<file path="config.mk">
export PLATFORM = sky130hd
export DESIGN_NAME = hazard_control_unit
export DESIGN_NICKNAME = d
export VERILOG_FILES = /design/src/rtl/hazard_control_unit_pkg.sv /design/src/rtl/hazard_control_unit_sat_counter.sv /design/src/rtl/hazard_control_unit.sv
export SDC_FILE = /design/constraint.sdc
export NUM_CORES = 1
export LEC_CHECK = 0
export ABC_AREA = 1
export CELL_PAD_IN_SITES_DETAIL_PLACEMENT = 1
export CELL_PAD_IN_SITES_GLOBAL_PLACEMENT = 1
export CORE_UTILIZATION = 35
export CTS_CLUSTER_DIAMETER = 200
export DETAILED_ROUTE_END_ITERATION = 16
export GPL_ROUTABILITY_DRIVEN = 1
export PLACE_DENSITY_LB_ADDON = 0.1
export SLEW_MARGIN = 20
export SYNTH_ARGS = -nofsm -noshare
export SYNTH_HDL_FRONTEND = slang
export SYNTH_HIERARCHICAL = 1
export SYNTH_SLANG_ARGS = --single-unit
</file>
<file path="constraint.sdc">
create_clock -name clk -period 3.35 [get_ports clk]
set_input_delay 0.67 -clock clk [delete_from_list [all_inputs] [get_ports clk]]
set_output_delay 0.67 -clock clk [all_outputs]
set_load 0.005 [all_outputs]
</file>
<file path="src/rtl/hazard_control_unit_pkg.sv">
// Shared pipeline definitions for the hazard control unit: FSM encoding,
// register-zero constant and the packed control-output bundle.
package hazard_control_unit_pkg;

    typedef enum logic {
        RUN   = 1'b0,
        STALL = 1'b1
    } state_t;

    localparam logic [4:0] REG_ZERO = 5'd0;

    // Bundle ordering, MSB first.
    typedef struct packed {
        logic pc_write;
        logic if_id_write;
        logic if_id_flush;
        logic id_ex_flush;
        logic ex_mem_flush;
        logic stall_active;
    } ctrl_t;

    localparam ctrl_t CTRL_RESET   = '{1'b0, 1'b0, 1'b0, 1'b0, 1'b0, 1'b0};
    localparam ctrl_t CTRL_DEFAULT = '{1'b1, 1'b1, 1'b0, 1'b0, 1'b0, 1'b0};
    localparam ctrl_t CTRL_STALL   = '{1'b0, 1'b0, 1'b0, 1'b1, 1'b0, 1'b1};
    localparam ctrl_t CTRL_BRANCH  = '{1'b1, 1'b1, 1'b1, 1'b1, 1'b1, 1'b0};
    localparam ctrl_t CTRL_JUMP    = '{1'b1, 1'b1, 1'b1, 1'b0, 1'b0, 1'b0};

    function automatic logic load_use_hazard(
        input logic       mem_read,
        input logic [4:0] ex_rt,
        input logic [4:0] id_rs,
        input logic [4:0] id_rt,
        input logic       uses_rt
    );
        return mem_read && (ex_rt != REG_ZERO) &&
               ((ex_rt == id_rs) || (uses_rt && (ex_rt == id_rt)));
    endfunction

endpackage

</file>
<file path="src/rtl/hazard_control_unit_sat_counter.sv">
// Saturating up-counter with synchronous active-high clear; holds at all-ones.
module sat_counter #(
    parameter int W = 16
) (
    input  logic         clk,
    input  logic         reset,
    input  logic         inc,
    output logic [W-1:0] value
);

    // NOTE: sequential state uses non-blocking assignment so every flop samples
    // pre-edge values regardless of process evaluation order.
    always_ff @(posedge clk) begin
        if (reset) begin
            value <= '0;
        end else if (inc && (value != '1)) begin
            value <= value + 1'b1;
        end
    end

endmodule

</file>
<file path="src/rtl/hazard_control_unit.sv">
// Load-use stall and branch/jump squash control for a 5-stage pipeline, with
// saturating stall and flush event counters.
module hazard_control_unit
    import hazard_control_unit_pkg::*;
#(
    parameter int LOAD_STALL_CYCLES = 1,
    parameter int CNT_W             = 16
) (
    input  logic             clk,
    input  logic             reset,
    input  logic [4:0]       id_rs,
    input  logic [4:0]       id_rt,
    input  logic             id_uses_rt,
    input  logic             id_jump,
    input  logic             ex_mem_read,
    input  logic [4:0]       ex_rt,
    input  logic             mem_branch_taken,
    output logic             pc_write,
    output logic             if_id_write,
    output logic             if_id_flush,
    output logic             id_ex_flush,
    output logic             ex_mem_flush,
    output logic             stall_active,
    output logic [CNT_W-1:0] stall_count,
    output logic [CNT_W-1:0] flush_count
);

    localparam logic [2:0] STALL_REM = 3'(LOAD_STALL_CYCLES - 1);

    state_t     state, next_state;
    logic [2:0] rem, next_rem;
    ctrl_t      ctrl;
    logic       hz;
    logic       flush_event;

    always_ff @(posedge clk) begin
        if (reset) begin
            state <= RUN;
            rem   <= 3'd0;
        end else begin
            state <= next_state;
            rem   <= next_rem;
        end
    end

    // NOTE: every always_comb output gets a default first so no path leaves a
    // signal unassigned, which would otherwise infer a latch.
    always_comb begin
        next_state  = state;
        next_rem    = rem;
        ctrl        = CTRL_DEFAULT;
        flush_event = 1'b0;
        hz          = load_use_hazard(ex_mem_read, ex_rt, id_rs, id_rt, id_uses_rt);

        if (reset) begin
            ctrl = CTRL_RESET;
        end else if (mem_branch_taken) begin
            // A taken branch aborts any pending stall.
            ctrl        = CTRL_BRANCH;
            flush_event = 1'b1;
            next_state  = RUN;
            next_rem    = 3'd0;
        end else if (state == STALL) begin
            ctrl = CTRL_STALL;
            if (rem == 3'd1) begin
                next_state = RUN;
                next_rem   = 3'd0;
            end else begin
                next_rem = rem - 3'd1;
            end
        end else if (hz) begin
            ctrl = CTRL_STALL;
            if (LOAD_STALL_CYCLES > 1) begin
                next_state = STALL;
                next_rem   = STALL_REM;
            end
        end else if (id_jump) begin
            ctrl        = CTRL_JUMP;
            flush_event = 1'b1;
        end
    end

    assign pc_write     = ctrl.pc_write;
    assign if_id_write  = ctrl.if_id_write;
    assign if_id_flush  = ctrl.if_id_flush;
    assign id_ex_flush  = ctrl.id_ex_flush;
    assign ex_mem_flush = ctrl.ex_mem_flush;
    assign stall_active = ctrl.stall_active;

    sat_counter #(.W(CNT_W)) u_stall_cnt (
        .clk   (clk),
        .reset (reset),
        .inc   (ctrl.stall_active),
        .value (stall_count)
    );

    sat_counter #(.W(CNT_W)) u_flush_cnt (
        .clk   (clk),
        .reset (reset),
        .inc   (flush_event),
        .value (flush_count)
    );

endmodule

</file>
==> metrics.md <==
| Metric | Value |
|---|---|
| Simple-gate share of the synthesized area | between 50% and 60% |
| PortBufs | 58 |
| Slew HR | 63.7% |
| Clock root buffer | clkbuf_8 |
| Post-route DRC | 2 |
| GRT Util Overall | between 15 and 20% |
| Share of cells above drive strength 1 | 9.62% |
| Die area | 6890 sq um |
| Register area share after synthesis | 31.4% |
| Routability cong. | 0.805 |
| CTS tree | done |
| Synth Instances | 384 |
| Setup violations, final | 0 |
| Failing checks | design-rule violations |
| WHS Path Cells | 2 |
| Routed vias | 2491 |
| Starting density of the core | 36.2% |
| Vias per inst | 4.75 |
| Die Wd | 83.0 um |
| Mapped cell area | about 2300 sq um |
| Startpoint types | primary input |
| RR Endpoint | u_flush_cnt/value[13] |
| Fmax | 323 MHz |
| Post-Synth Adder-Cell Area | roughly 2.2% |
| Fin Setup TNS | 0 ns |
| First-pass GRT wire length | 10.6 mm |
| Cells taking the most area after synthesis | dfxtp_1 31%, nand2_1 20%, nor2_1 13%, inv_1 6.2%, nand3_1 5.9% |
| Synth Area in XOR/XNOR | 0.381% |
| #FFs+latches synth | 36 |
| Final WL | 6.09 mm |
| Setup Fix Bufs, Post-CTS | 0 |
| Critical-path top delay cell | clkdlybuf4s50_1 |
| CP delay by family, top | buffers and inverters |
| Main combinational cell family by area after synthesis | simple AND/OR/NAND/NOR gates |
| Final Cycle Share | 92.4% |
| Slew Viols, Final | 0 |
| CP required | between 2 and 3 ns |
| Crit path cell chain | clkdlybuf4s50_1 -> inv_2 -> nand4_1 -> o21ai_0 -> inv_1 -> nand2_2 -> nand3_1 -> a21oi_1 -> clkdlybuf4s50_1 |
| Distinct cells, synth | 22 |
| Critical path type | primary input to output port |
| Worst R2R Path Depth | 10 |
| Max cap viols | 0 |
| Most frequent CP cell | clkdlybuf4s50_1 |
| Min Hold Slack | 0.484 ns |
| Vias in the first global route | ~2500 |
| H-tree levels | 2 |
| Setup crit end kind | output port |
| Fin nets | ~470 |
| RSZ-0062 raised after global routing | no |
| Row cnt | 29 |
| Hold Fails Final Rpt | 0 |
| Core Area | 6350 sq um |
| Syn nets | 409 |
| Gates resized, CTS repair | 0 |
| Finished layout cell area | 3060 sq um |
| GRT overflow | 0 |
| DP HPWL | 4.83 mm |
| Hold buffers post-CTS | 0 |
| Worst clock skew | 0.0159 ns |
| Post-synthesis mux area share | 0% |
| Ys Warns | 6 |
| R2R setup slack | 1.62 ns |
| Clock slew at reported path FFs | 0.08 ns |
| Syn_area_per_cell | 5.98 sq um |
| Post-DP Area | 2960 sq um |
| Reg2Reg Launch Point | state |
| Clk_lat worst skew | 0.29 ns |
| Hold path start | rem[2] |
| Wire length per cell | 11.6 um |
| Max IR drop VDD | between 150 and 200 uV |
| DRT antenna net count | 0 |
| CP Max Fanout | 4 |
| Cts bufs inserted | 5 |
| Boundary Pins | 59 |
| Longest Clk Path Bufs | 2 |
| Layout area overhead | 33.4% |
| Pin count of the biggest net entering global routing | 17 |
| Buf/Inv on CP | 4 |
| Drt pass-1 iters | 10 |
| Antenna diodes | 0 |
| Tmin final | 3.09 ns |
| Worst-Margin Slew | ~0.54 ns |
| Top cell type's share of synthesized area | 31.4% |
| Hold Crit Class | flip-flop to flip-flop |
| Hold Path End | rem[2] |
| Placed insts | 516 |
| Leak | 1.27 nW |
| Pwr/cell area | 295 nW/um^2 |
| Status | finished, violations left |
| Cell Count, Final, Fillers Out | 524 |
| Max stage delay on crit path | 0.53 ns |
| Initial antenna violation count | 0 |
| Die Y | slightly above 80 um |
| Post-synthesis compound-gate area fraction | 5.50% |
| Crit path DAT | 2.42 ns |
| Sink Count | 36 |
| Initial DRC count | 46 |
| Post-synth top area cell | dfxtp_1 |
==> power by group <==
group	total [mW]	switching [mW]	internal [mW]
Sequential	0.433	0.00310	0.430
Combinational	0.0950	0.0451	0.0499
Clock	0.376	0.155	0.221
Total	0.905	0.203	0.701
==> worst max-delay path by stage <==
stage,slack [ns],from,endpoint,depth (start not counted)
6_report,0.26,ex_rt[2],if_id_flush,9
5_1_grt,0.08,ex_rt[4],stall_active,10
4_1_cts,0.25,ex_rt[2],if_id_flush,9
3_5_place_dp,0.27,ex_rt[2],if_id_flush,9
3_3_place_gp,0.29,ex_rt[2],if_id_flush,9
2_1_floorplan,1.15,ex_rt[3],u_flush_cnt/value[13],14
==> worst register-to-register path, stage by stage, from the launching register on <==
cell and delay [ns]:
dfxtp_1 0.35, inv_1 0.14, nand3_1 0.09, a21oi_1 0.19, buf_4 0.20, nand3_1 0.10, or2_0 0.21, nor2_1 0.15
nand3_1 0.09, nand2_1 0.08, nor2_1 0.04
==> placed cells by master (no fill, tap or decap), types with 3 or more instances in the layout <==
master	count
a21oi_1	20
clkbuf_8	5
clkdlybuf4s50_1	58
dfxtp_1	36
ha_1	4
inv_1	38
inv_2	3
nand2_1	123
nand2_2	5
nand3_1	27
nand4_1	7
nor2_1	80
nor2_2	20
nor2_4	4
o21ai_1	3
==> per-layer routing <==
layer	track usage [%]	share of wire (%)
met4	4.23	0.94
met2	31.4	45
met5	0	0
met3	3.68	3.1
met1	24.0	51
==> cell type report <==
cell class	count	area, sq um
clock buffers	6	72.6
clock inverters	2	35.0
fillers	879	3290
inverters	41	154
multi-input cells	302	1390
flip-flops and latches	36	721
well taps	77	96.3
repair buffers	60	596
==> cells in the mapped netlist (all sizes together) <==
| library cell | count |
|---|---|
| a21oi | 20 |
| a31oi | 1 |
| buf | 3 |
| clkbuf | 2 |
| dfxtp | 36 |
| ha | 4 |
| inv | 41 |
| nand2 | 128 |
| nand3 | 27 |
| nand4 | 7 |
| nor2 | 106 |
| nor3 | 2 |
| o21ai | 4 |
| or2 | 2 |
| xnor2 | 1 |
==> metrics by stage <==
stage | worst slack [ns] | total power, mW | utilization, %
floorplan | 1.15 | 0.490 | -
global placement | 0.291 | 0.538 | 46.6
detailed placement | 0.266 | 0.540 | 46.6
CTS | 0.248 | 0.925 | 48.3
global route | 0.0792 | 0.947 | 48.3
finish | 0.256 | 0.905 | 48.3
==> state kept, by name (all words and copies together) (netlist names) <==
name               count
u_stall_cnt/value     16
rem                    3
state                  1
u_flush_cnt/value     16
==> kinds of logic (layout without fill, tap and decap cells) <==
group | after synthesis | count (layout)
XOR/XNOR | 1 | 1
adder cells (fa/ha/maj) | 4 | 4
AND/OR/NAND/NOR | 272 | 272
AO/OA/AOI/OAI | 25 | 25
buffers and inverters | 46 | 109
flip-flops | 36 | 36
Note: power is estimated with default switching activity, not from simulation.
